File: src/rtl/clock_pkg.sv
// Shared definitions for the clock-setting controller.
//
// Contents:
//   state_e        FSM states: RUN, SET_HH, SET_MM, SET_SS, COMMIT
//   HH_MAX/MM_MAX/SS_MAX  largest legal value of each time field
//   BLANK_HH/MM/SS bit positions of each display pair in blank_mask
//   isSetState()   true for the three field-edit states
package clock_pkg;

  typedef enum logic [2:0] {
    ST_RUN    = 3'd0,
    ST_SET_HH = 3'd1,
    ST_SET_MM = 3'd2,
    ST_SET_SS = 3'd3,
    ST_COMMIT = 3'd4
  } state_e;

  localparam logic [4:0] HH_MAX = 5'd23;
  localparam logic [5:0] MM_MAX = 6'd59;
  localparam logic [5:0] SS_MAX = 6'd59;

  localparam int BLANK_HH = 2;
  localparam int BLANK_MM = 1;
  localparam int BLANK_SS = 0;

  function automatic logic isSetState(input state_e s);
    return (s == ST_SET_HH) || (s == ST_SET_MM) || (s == ST_SET_SS);
  endfunction

endpackage

File: src/rtl/clock_btn_debounce.sv
// Button conditioner: 2-flop synchronizer, level debouncer and press detector.
//
// Ports:
//   clk      in   clock, rising edge
//   reset    in   synchronous, active-low
//   btn_i    in   raw active-high button, asynchronous to clk
//   press_o  out  one-cycle pulse on a rising edge of the debounced level
//
// Parameter:
//   DEBOUNCE_CYCLES  consecutive equal synchronized samples needed before a
//                    new level is accepted
module clock_btn_debounce #(
  parameter int DEBOUNCE_CYCLES = 1_000_000
) (
  input  logic clk,
  input  logic reset,
  input  logic btn_i,
  output logic press_o
);

  localparam int CW = $clog2(DEBOUNCE_CYCLES + 1);
  localparam logic [CW-1:0] CNT_LAST = CW'(DEBOUNCE_CYCLES - 1);

  logic          sync1_q, sync2_q;
  logic [CW-1:0] cnt_q, cnt_d;
  logic          level_q, level_d;
  logic          armed_q, armed_d;
  logic          press_q, press_d;

  // The synchronizer flops are deliberately left out of reset so that they
  // keep tracking the real pin level while reset is held; this is what lets
  // the arming logic see a button that is held through reset release.
  always_ff @(posedge clk) begin
    sync1_q <= btn_i;
    sync2_q <= sync1_q;
  end

  // Count consecutive samples that disagree with the accepted level and flip
  // the accepted level once enough have been seen. A press is only reported
  // once the synchronized input has been observed low after reset (armed),
  // so a button held through reset needs a release and a fresh press.
  always_comb begin
    cnt_d   = cnt_q;
    level_d = level_q;
    armed_d = armed_q | ~sync2_q;
    press_d = 1'b0;
    if (sync2_q == level_q) begin
      cnt_d = '0;
    end else if (cnt_q == CNT_LAST) begin
      cnt_d   = '0;
      level_d = sync2_q;
      press_d = sync2_q & armed_q;
    end else begin
      cnt_d = cnt_q + CW'(1);
    end
  end

  // Debouncer state registers.
  always_ff @(posedge clk) begin
    if (!reset) begin
      cnt_q   <= '0;
      level_q <= 1'b0;
      armed_q <= 1'b0;
      press_q <= 1'b0;
    end else begin
      cnt_q   <= cnt_d;
      level_q <= level_d;
      armed_q <= armed_d;
      press_q <= press_d;
    end
  end

  assign press_o = press_q;

endmodule

File: src/rtl/clock_set_ctrl.sv
// Clock-setting controller: lets a user stop the timekeeping counter, edit
// hours, minutes and seconds with a mode and an increment button, and load
// the edited time back into the counter.
//
// Ports:
//   clk, reset              clock (rising edge), synchronous active-low reset
//   btn_mode, btn_inc       raw active-high buttons, asynchronous
//   tick_1hz                one-cycle pulse per second
//   cur_hh/cur_mm/cur_ss    current time from the counter (5/6/6 bits)
//   run_en                  1 = counter may advance
//   load, load_ack          load request / acknowledge handshake
//   set_hh/set_mm/set_ss    edit values (5/6/6 bits, binary)
//   blank_mask              {HH, MM, SS}; 1 blanks that display pair
//
// Configuration macro:
//   CLOCK_SET_TIMEOUT_EN    abandon an edit after TIMEOUT_S idle seconds
module clock_set_ctrl
  import clock_pkg::*;
#(
  parameter int DEBOUNCE_CYCLES   = 1_000_000,
  parameter int BLINK_HALF_CYCLES = 12_500_000,
  parameter int TIMEOUT_S         = 10
) (
  input  logic       clk,
  input  logic       reset,
  input  logic       btn_mode,
  input  logic       btn_inc,
  input  logic       tick_1hz,
  input  logic [4:0] cur_hh,
  input  logic [5:0] cur_mm,
  input  logic [5:0] cur_ss,
  output logic       run_en,
  output logic       load,
  input  logic       load_ack,
  output logic [4:0] set_hh,
  output logic [5:0] set_mm,
  output logic [5:0] set_ss,
  output logic [2:0] blank_mask
);

  localparam int BW = $clog2(BLINK_HALF_CYCLES + 1);
  localparam logic [BW-1:0] BLINK_LAST = BW'(BLINK_HALF_CYCLES - 1);

  logic modePress, incPress, incTaken;

  state_e        state_q, state_d;
  logic          runEn_q, runEn_d;
  logic          load_q, load_d;
  logic [4:0]    setHh_q, setHh_d;
  logic [5:0]    setMm_q, setMm_d;
  logic [5:0]    setSs_q, setSs_d;
  logic [2:0]    blankMask_q, blankMask_d;
  logic [BW-1:0] blinkCnt_q, blinkCnt_d;
  logic          blinkPhase_q, blinkPhase_d;

`ifdef CLOCK_SET_TIMEOUT_EN
  localparam int TW = $clog2(TIMEOUT_S + 1);
  localparam logic [TW-1:0] TIMEOUT_LAST = TW'(TIMEOUT_S - 1);
  logic [TW-1:0] timeoutCnt_q, timeoutCnt_d;
`else
  logic unusedCfg;
  assign unusedCfg = tick_1hz ^ (TIMEOUT_S != 0);
`endif

  clock_btn_debounce #(.DEBOUNCE_CYCLES(DEBOUNCE_CYCLES)) uModeBtn (
    .clk     (clk),
    .reset   (reset),
    .btn_i   (btn_mode),
    .press_o (modePress)
  );

  clock_btn_debounce #(.DEBOUNCE_CYCLES(DEBOUNCE_CYCLES)) uIncBtn (
    .clk     (clk),
    .reset   (reset),
    .btn_i   (btn_inc),
    .press_o (incPress)
  );

  // Next-state logic for the edit FSM, the blink generator and the optional
  // idle timeout. Every output is computed here from the next state so it
  // can be registered alongside the state itself.
  always_comb begin
    state_d  = state_q;
    runEn_d  = runEn_q;
    load_d   = load_q;
    setHh_d  = setHh_q;
    setMm_d  = setMm_q;
    setSs_d  = setSs_q;
    incTaken = 1'b0;

    // Mode is checked first in every edit state so a simultaneous inc press
    // is dropped rather than applied to the field being left.
    case (state_q)
      ST_RUN: begin
        runEn_d = 1'b1;
        load_d  = 1'b0;
        if (modePress) begin
          state_d = ST_SET_HH;
          runEn_d = 1'b0;
          setHh_d = cur_hh;
          setMm_d = cur_mm;
          setSs_d = cur_ss;
        end
      end
      ST_SET_HH: begin
        runEn_d = 1'b0;
        load_d  = 1'b0;
        if (modePress) begin
          state_d = ST_SET_MM;
        end else if (incPress) begin
          setHh_d  = (setHh_q == HH_MAX) ? '0 : setHh_q + 5'd1;
          incTaken = 1'b1;
        end
      end
      ST_SET_MM: begin
        runEn_d = 1'b0;
        load_d  = 1'b0;
        if (modePress) begin
          state_d = ST_SET_SS;
        end else if (incPress) begin
          setMm_d  = (setMm_q == MM_MAX) ? '0 : setMm_q + 6'd1;
          incTaken = 1'b1;
        end
      end
      ST_SET_SS: begin
        runEn_d = 1'b0;
        load_d  = 1'b0;
        if (modePress) begin
          state_d = ST_COMMIT;
          load_d  = 1'b1;
        end else if (incPress) begin
          setSs_d  = (setSs_q == SS_MAX) ? '0 : setSs_q + 6'd1;
          incTaken = 1'b1;
        end
      end
      ST_COMMIT: begin
        runEn_d = 1'b0;
        load_d  = 1'b1;
        if (load_ack) begin
          state_d = ST_RUN;
          load_d  = 1'b0;
          runEn_d = 1'b1;
        end
      end
      default: begin
        state_d = ST_RUN;
        runEn_d = 1'b1;
        load_d  = 1'b0;
      end
    endcase

`ifdef CLOCK_SET_TIMEOUT_EN
    // Idle seconds are counted only while editing; any press restarts the
    // count, and the last tick abandons the edit without a load.
    timeoutCnt_d = '0;
    if (isSetState(state_q)) begin
      if (modePress || incPress) begin
        timeoutCnt_d = '0;
      end else if (tick_1hz) begin
        if (timeoutCnt_q == TIMEOUT_LAST) begin
          state_d = ST_RUN;
          runEn_d = 1'b1;
          load_d  = 1'b0;
        end else begin
          timeoutCnt_d = timeoutCnt_q + TW'(1);
        end
      end else begin
        timeoutCnt_d = timeoutCnt_q;
      end
    end
`endif

    // The blink restarts visible on every state change and every accepted
    // increment so the user always sees the new value immediately.
    if (!isSetState(state_d) || (state_d != state_q) || incTaken) begin
      blinkCnt_d   = '0;
      blinkPhase_d = 1'b0;
    end else if (blinkCnt_q == BLINK_LAST) begin
      blinkCnt_d   = '0;
      blinkPhase_d = ~blinkPhase_q;
    end else begin
      blinkCnt_d   = blinkCnt_q + BW'(1);
      blinkPhase_d = blinkPhase_q;
    end

    blankMask_d = '0;
    case (state_d)
      ST_SET_HH: blankMask_d[BLANK_HH] = blinkPhase_d;
      ST_SET_MM: blankMask_d[BLANK_MM] = blinkPhase_d;
      ST_SET_SS: blankMask_d[BLANK_SS] = blinkPhase_d;
      default:   blankMask_d = '0;
    endcase
  end

  // State and registered outputs. Reset drops any edit in progress,
  // including a pending load.
  always_ff @(posedge clk) begin
    if (!reset) begin
      state_q      <= ST_RUN;
      runEn_q      <= 1'b1;
      load_q       <= 1'b0;
      setHh_q      <= '0;
      setMm_q      <= '0;
      setSs_q      <= '0;
      blankMask_q  <= '0;
      blinkCnt_q   <= '0;
      blinkPhase_q <= 1'b0;
`ifdef CLOCK_SET_TIMEOUT_EN
      timeoutCnt_q <= '0;
`endif
    end else begin
      state_q      <= state_d;
      runEn_q      <= runEn_d;
      load_q       <= load_d;
      setHh_q      <= setHh_d;
      setMm_q      <= setMm_d;
      setSs_q      <= setSs_d;
      blankMask_q  <= blankMask_d;
      blinkCnt_q   <= blinkCnt_d;
      blinkPhase_q <= blinkPhase_d;
`ifdef CLOCK_SET_TIMEOUT_EN
      timeoutCnt_q <= timeoutCnt_d;
`endif
    end
  end

  assign run_en     = runEn_q;
  assign load       = load_q;
  assign set_hh     = setHh_q;
  assign set_mm     = setMm_q;
  assign set_ss     = setSs_q;
  assign blank_mask = blankMask_q;

endmodule
File: config.mk
export PLATFORM = sky130hd
export DESIGN_NAME = clock_set_ctrl
export DESIGN_NICKNAME = d
export VERILOG_FILES = /design/src/rtl/clock_pkg.sv /design/src/rtl/clock_btn_debounce.sv /design/src/rtl/clock_set_ctrl.sv
export SDC_FILE = /design/constraint.sdc
export NUM_CORES = 1
export LEC_CHECK = 0
export ABC_AREA = 0
export CORE_AREA = 2 2 99 101
export DETAILED_ROUTE_END_ITERATION = 10
export DIE_AREA = 0 0 101 103
export GPL_TIMING_DRIVEN = 1
export MAX_ROUTING_LAYER = met4
export PLACE_DENSITY = 0.79
export SETUP_SLACK_MARGIN = 0.4
export SYNTH_ARGS = -nofsm -noshare
export SYNTH_HDL_FRONTEND = slang
export SYNTH_SLANG_ARGS = --single-unit
export TNS_END_PERCENT = 30
File: constraint.sdc
create_clock -name clk -period 1.9 [get_ports clk]
set_input_delay 0.38 -clock clk [delete_from_list [all_inputs] [get_ports clk]]
set_output_delay 0.38 -clock clk [all_outputs]
set_load 0.1 [all_outputs]
==> impl_metrics.env <==
export IMPL_fp_dieW_um=101
export IMPL_cp_arrival_ps=2260
export IMPL_pre_cts_ws_ps=-361
export IMPL_ys_types=60
export IMPL_cts_tree="yes"
export IMPL_insertion_delay_ps=370
export IMPL_ant_nets=0
export IMPL_clkTransAtPathRegs_ps=110
export IMPL_ys_warn_count=0
export IMPL_violations="setup timing"
export IMPL_p_per_area_mw_per_mm2=528
export IMPL_syn_inst=549
export IMPL_synth_top_family_by_area="simple AND/OR/NAND/NOR gates"
export IMPL_synth_edf_count=0
export IMPL_r2r_setup_slack_ps=-100
export IMPL_status="finished with violations"
export IMPL_hold_viol=0
export IMPL_grtUsageMet1_pct=27.6
export IMPL_ff2ff_path_depth=6
export IMPL_io_pins=45
export IMPL_syn_to_final_growth_pct=45.3
export IMPL_antenna_found_initial=0
export IMPL_finalNonFillerCells=762
export IMPL_dieArea_mm2=0.0104
export IMPL_grt_util_met3_pct=5.49
export IMPL_setup_viol=20
export IMPL_synthSimpleGateAreaFrac_pct=28.4
export IMPL_slew_headroom_pct=61.7
export IMPL_synth_adder_area_share_pct=1.60
export IMPL_drv_cap=0
export IMPL_async_flop_share_pct=0
export IMPL_cts_path_max_buffers=2
export IMPL_muxShareOfSynthArea_pct=1.31
export IMPL_initial_core_util_pct=49.5
export IMPL_synth_area_top_cells="dfxtp_1 (43%), nor2_1 (5.2%), a21oi_1 (4.7%), xor2_1 (4.1%), nand3_1 (3.7%)"
export IMPL_routedWlPerCell_um=16.8
export IMPL_leakage_nw=2.24
export IMPL_numPortBuffers=43
export IMPL_diodes=0
export IMPL_drt_iter0_drc=159
export IMPL_crit_fanout=10
export IMPL_via_count=4510
export IMPL_r2r_start="uIncBtn.cnt_q[12]"
export IMPL_drc=0
export IMPL_dp_cells=728
export IMPL_drive_above_1_share_pct=38.0
export IMPL_placed_cell_area_mm2=0.00568
export IMPL_synth_compound_area_share_pct=14.7
export IMPL_holdPathStages=0
export IMPL_synth_area_mm2=0.00469
export IMPL_min_delay_start="uModeBtn.sync1_q"
export IMPL_fin_crit_ps=2000
export IMPL_utilization_pct=72.0
export IMPL_synth_ff_latch_count=100
export IMPL_finalInstanceArea_mm2=0.00681
export IMPL_met2_usage_pct=43.4
export IMPL_h_tree_depth=3
export IMPL_grt_pass1_vias=4404
export IMPL_r2r_end="uIncBtn.cnt_q[19]"
export IMPL_holdPathEnd="uModeBtn.sync2_q"
export IMPL_synth_xor_area_share_pct=7.85
export IMPL_syn_num_nets=578
export IMPL_ys_flop_type="dfxtp_1"
export IMPL_cts_sinks=100
export IMPL_crit_path_start_kind="flop"
export IMPL_synth_top_area_share_pct=42.7
export IMPL_grt_busiest_layer="met2"
export IMPL_synth_area_per_cell_um2=8.54
export IMPL_drt_vias_per_instance=5.92
export IMPL_grt_max_degree=20
export IMPL_path_class="reg -> reg"
export IMPL_slew_violations=0
export IMPL_nNetsFinal=672
export IMPL_clockRootBuffer="clkbuf_8"
export IMPL_grt_pass1_wl_mm=20.1
export IMPL_grt_remaining_overflow=0
export IMPL_core_mm2=0.00946
export IMPL_setup_ws_ps=-100
export IMPL_wl_mm=12.8
export IMPL_numCtsBuffers=9
export IMPL_dr_pass1_iters=5
export IMPL_ir_worst_vdd_mv=0.517
export IMPL_min_path_type="reg -> reg"
export IMPL_grt_total_usage_pct=24.8
export IMPL_required_ps=2150
export IMPL_nFillCells=637
export IMPL_chipHeight_um=103
export IMPL_gp_congestion=0.879
export IMPL_ys_seq_area_share_pct=42.7
export IMPL_skew_ps=11.3
export IMPL_endpoint_kind="flop"
export IMPL_synth_top_area_cell="dfxtp_1"
export IMPL_fin_crit_sh_pct=105
export IMPL_placementRows=36
export IMPL_worst_pin_slew_ps=572
export IMPL_rsz0062_at_grt="yes"
export IMPL_fmax_ghz=0.500
export IMPL_place_hpwl_mm=7.53
==> where the power goes <==
| group | leakage, nW | switching, mW | internal (mW) |
|---|---|---|---|
| registers | 0.830 | 0.00712 | 2.09 |
| clock network | 0.0961 | 0.821 | 0.510 |
| logic | 1.32 | 0.0743 | 0.0918 |
==> stage by stage <==
stage	power, mW	setup TNS [ps]	hold slack [ps]
final	3.60	-1810	339
after floorplan	2.20	0	310
after CTS	3.59	-1800	339
after detailed placement	2.27	-7340	313
after global routing	3.73	-2490	344
after global placement	2.27	-5080	317
==> cell families (layout without fill, tap and decap cells) <==
group / count (synthesis) / after routing
buffers and inverters: 39 / 138
XOR/XNOR: 42 / 42
AO/OA/AOI/OAI: 110 / 110
adder cells (fa/ha/maj): 6 / 6
multiplexers: 6 / 6
AND/OR/NAND/NOR: 246 / 246
flip-flops: 100 / 100
==> cell usage in the layout, fill, tap and decap left out, types with 10 or more instances in the layout <==
cell type	Yosys	final
nor4_1	12	10
nand3_1	35	33
nand4_1	12	12
buf_12	0	14
inv_1	15	15
nor2_1	65	36
a21oi_1	44	19
clkdlybuf4s50_1	0	20
or3_1	15	11
a21oi_2	0	20
nand2_1	36	34
xor2_1	22	22
o31ai_1	11	11
xnor2_1	20	20
dfxtp_4	0	10
dfxtp_1	100	64
nor2_4	0	27
o21ai_0	20	13
buf_4	2	56
dfxtp_2	0	26
==> area by class of cell <==
class	instances	area, µm²	area share (%)
Clock buffer	9	124	1.82
Multi-Input combinational cell	410	3180	46.7
Clock inverter	7	71.3	1.05
Inverter	16	60.1	0.882
Timing Repair Buffer	106	1160	17.1
Tap cell	114	143	2.10
Sequential cell	100	2070	30.4
==> flip-flops by register name, summed over array words and instances (netlist names), 3 cells and up <==
register / cells
blinkCnt_q: 24
uModeBtn.cnt_q: 20
set_hh: 5
blank_mask: 3
uIncBtn.cnt_q: 20
state_q: 3
set_mm: 6
set_ss: 6
==> routing by layer <==
metal / part of all wire [%] / wire (µm)
met5: 0 / 0
met4: 1.9 / 238
met3: 4.4 / 556
met2: 54 / 6930
met1: 39 / 5050
==> critical path, cell delays in order (launching register included) <==
cell and delay [ps]:
dfxtp_2 330, or4b_4 540, or4_4 530, o211ai_4 180
buf_4 150, buf_12 120, a21oi_1 50
==> cell usage after synthesis, types with 4 or more instances <==
master	number
nor3_1	7
ha_1	6
xnor2_1	20
or4_1	16
nor4_1	12
inv_1	15
dfxtp_1	100
a211oi_1	7
o21ai_0	20
and4_1	4
a21oi_1	44
nor2_1	65
nand4_1	12
nand2_1	36
buf_2	5
and3_1	8
nand3b_1	5
or3_1	15
clkbuf_1	16
o31ai_1	11
xor2_1	22
nand3_1	35
nand2b_1	5
mux2i_1	5
or3b_2	4
==> how the worst max path moves through the flow <==
stage / cells after the start / slack [ps] / endpoint / from
final: 6 / -100 / uIncBtn.cnt_q[19] / uIncBtn.cnt_q[12]
after global routing: 6 / -140 / uIncBtn.cnt_q[19] / uIncBtn.cnt_q[15]
after CTS: 6 / -100 / uIncBtn.cnt_q[19] / uIncBtn.cnt_q[13]
after detailed placement: 5 / -360 / blank_mask[0] / reset
after global placement: 5 / -300 / blank_mask[0] / reset
after floorplan: 5 / 20 / uIncBtn.cnt_q[19] / uIncBtn.cnt_q[12]
==> timing repair <==
item,in CTS,in global routing
pin swaps,79,74
resized for setup,121,61
hold buffers,0,0
gates cloned,4,1
setup buffers,10,3
setup endpoints to repair,87,88
Note: power is estimated with default switching activity, not from simulation.
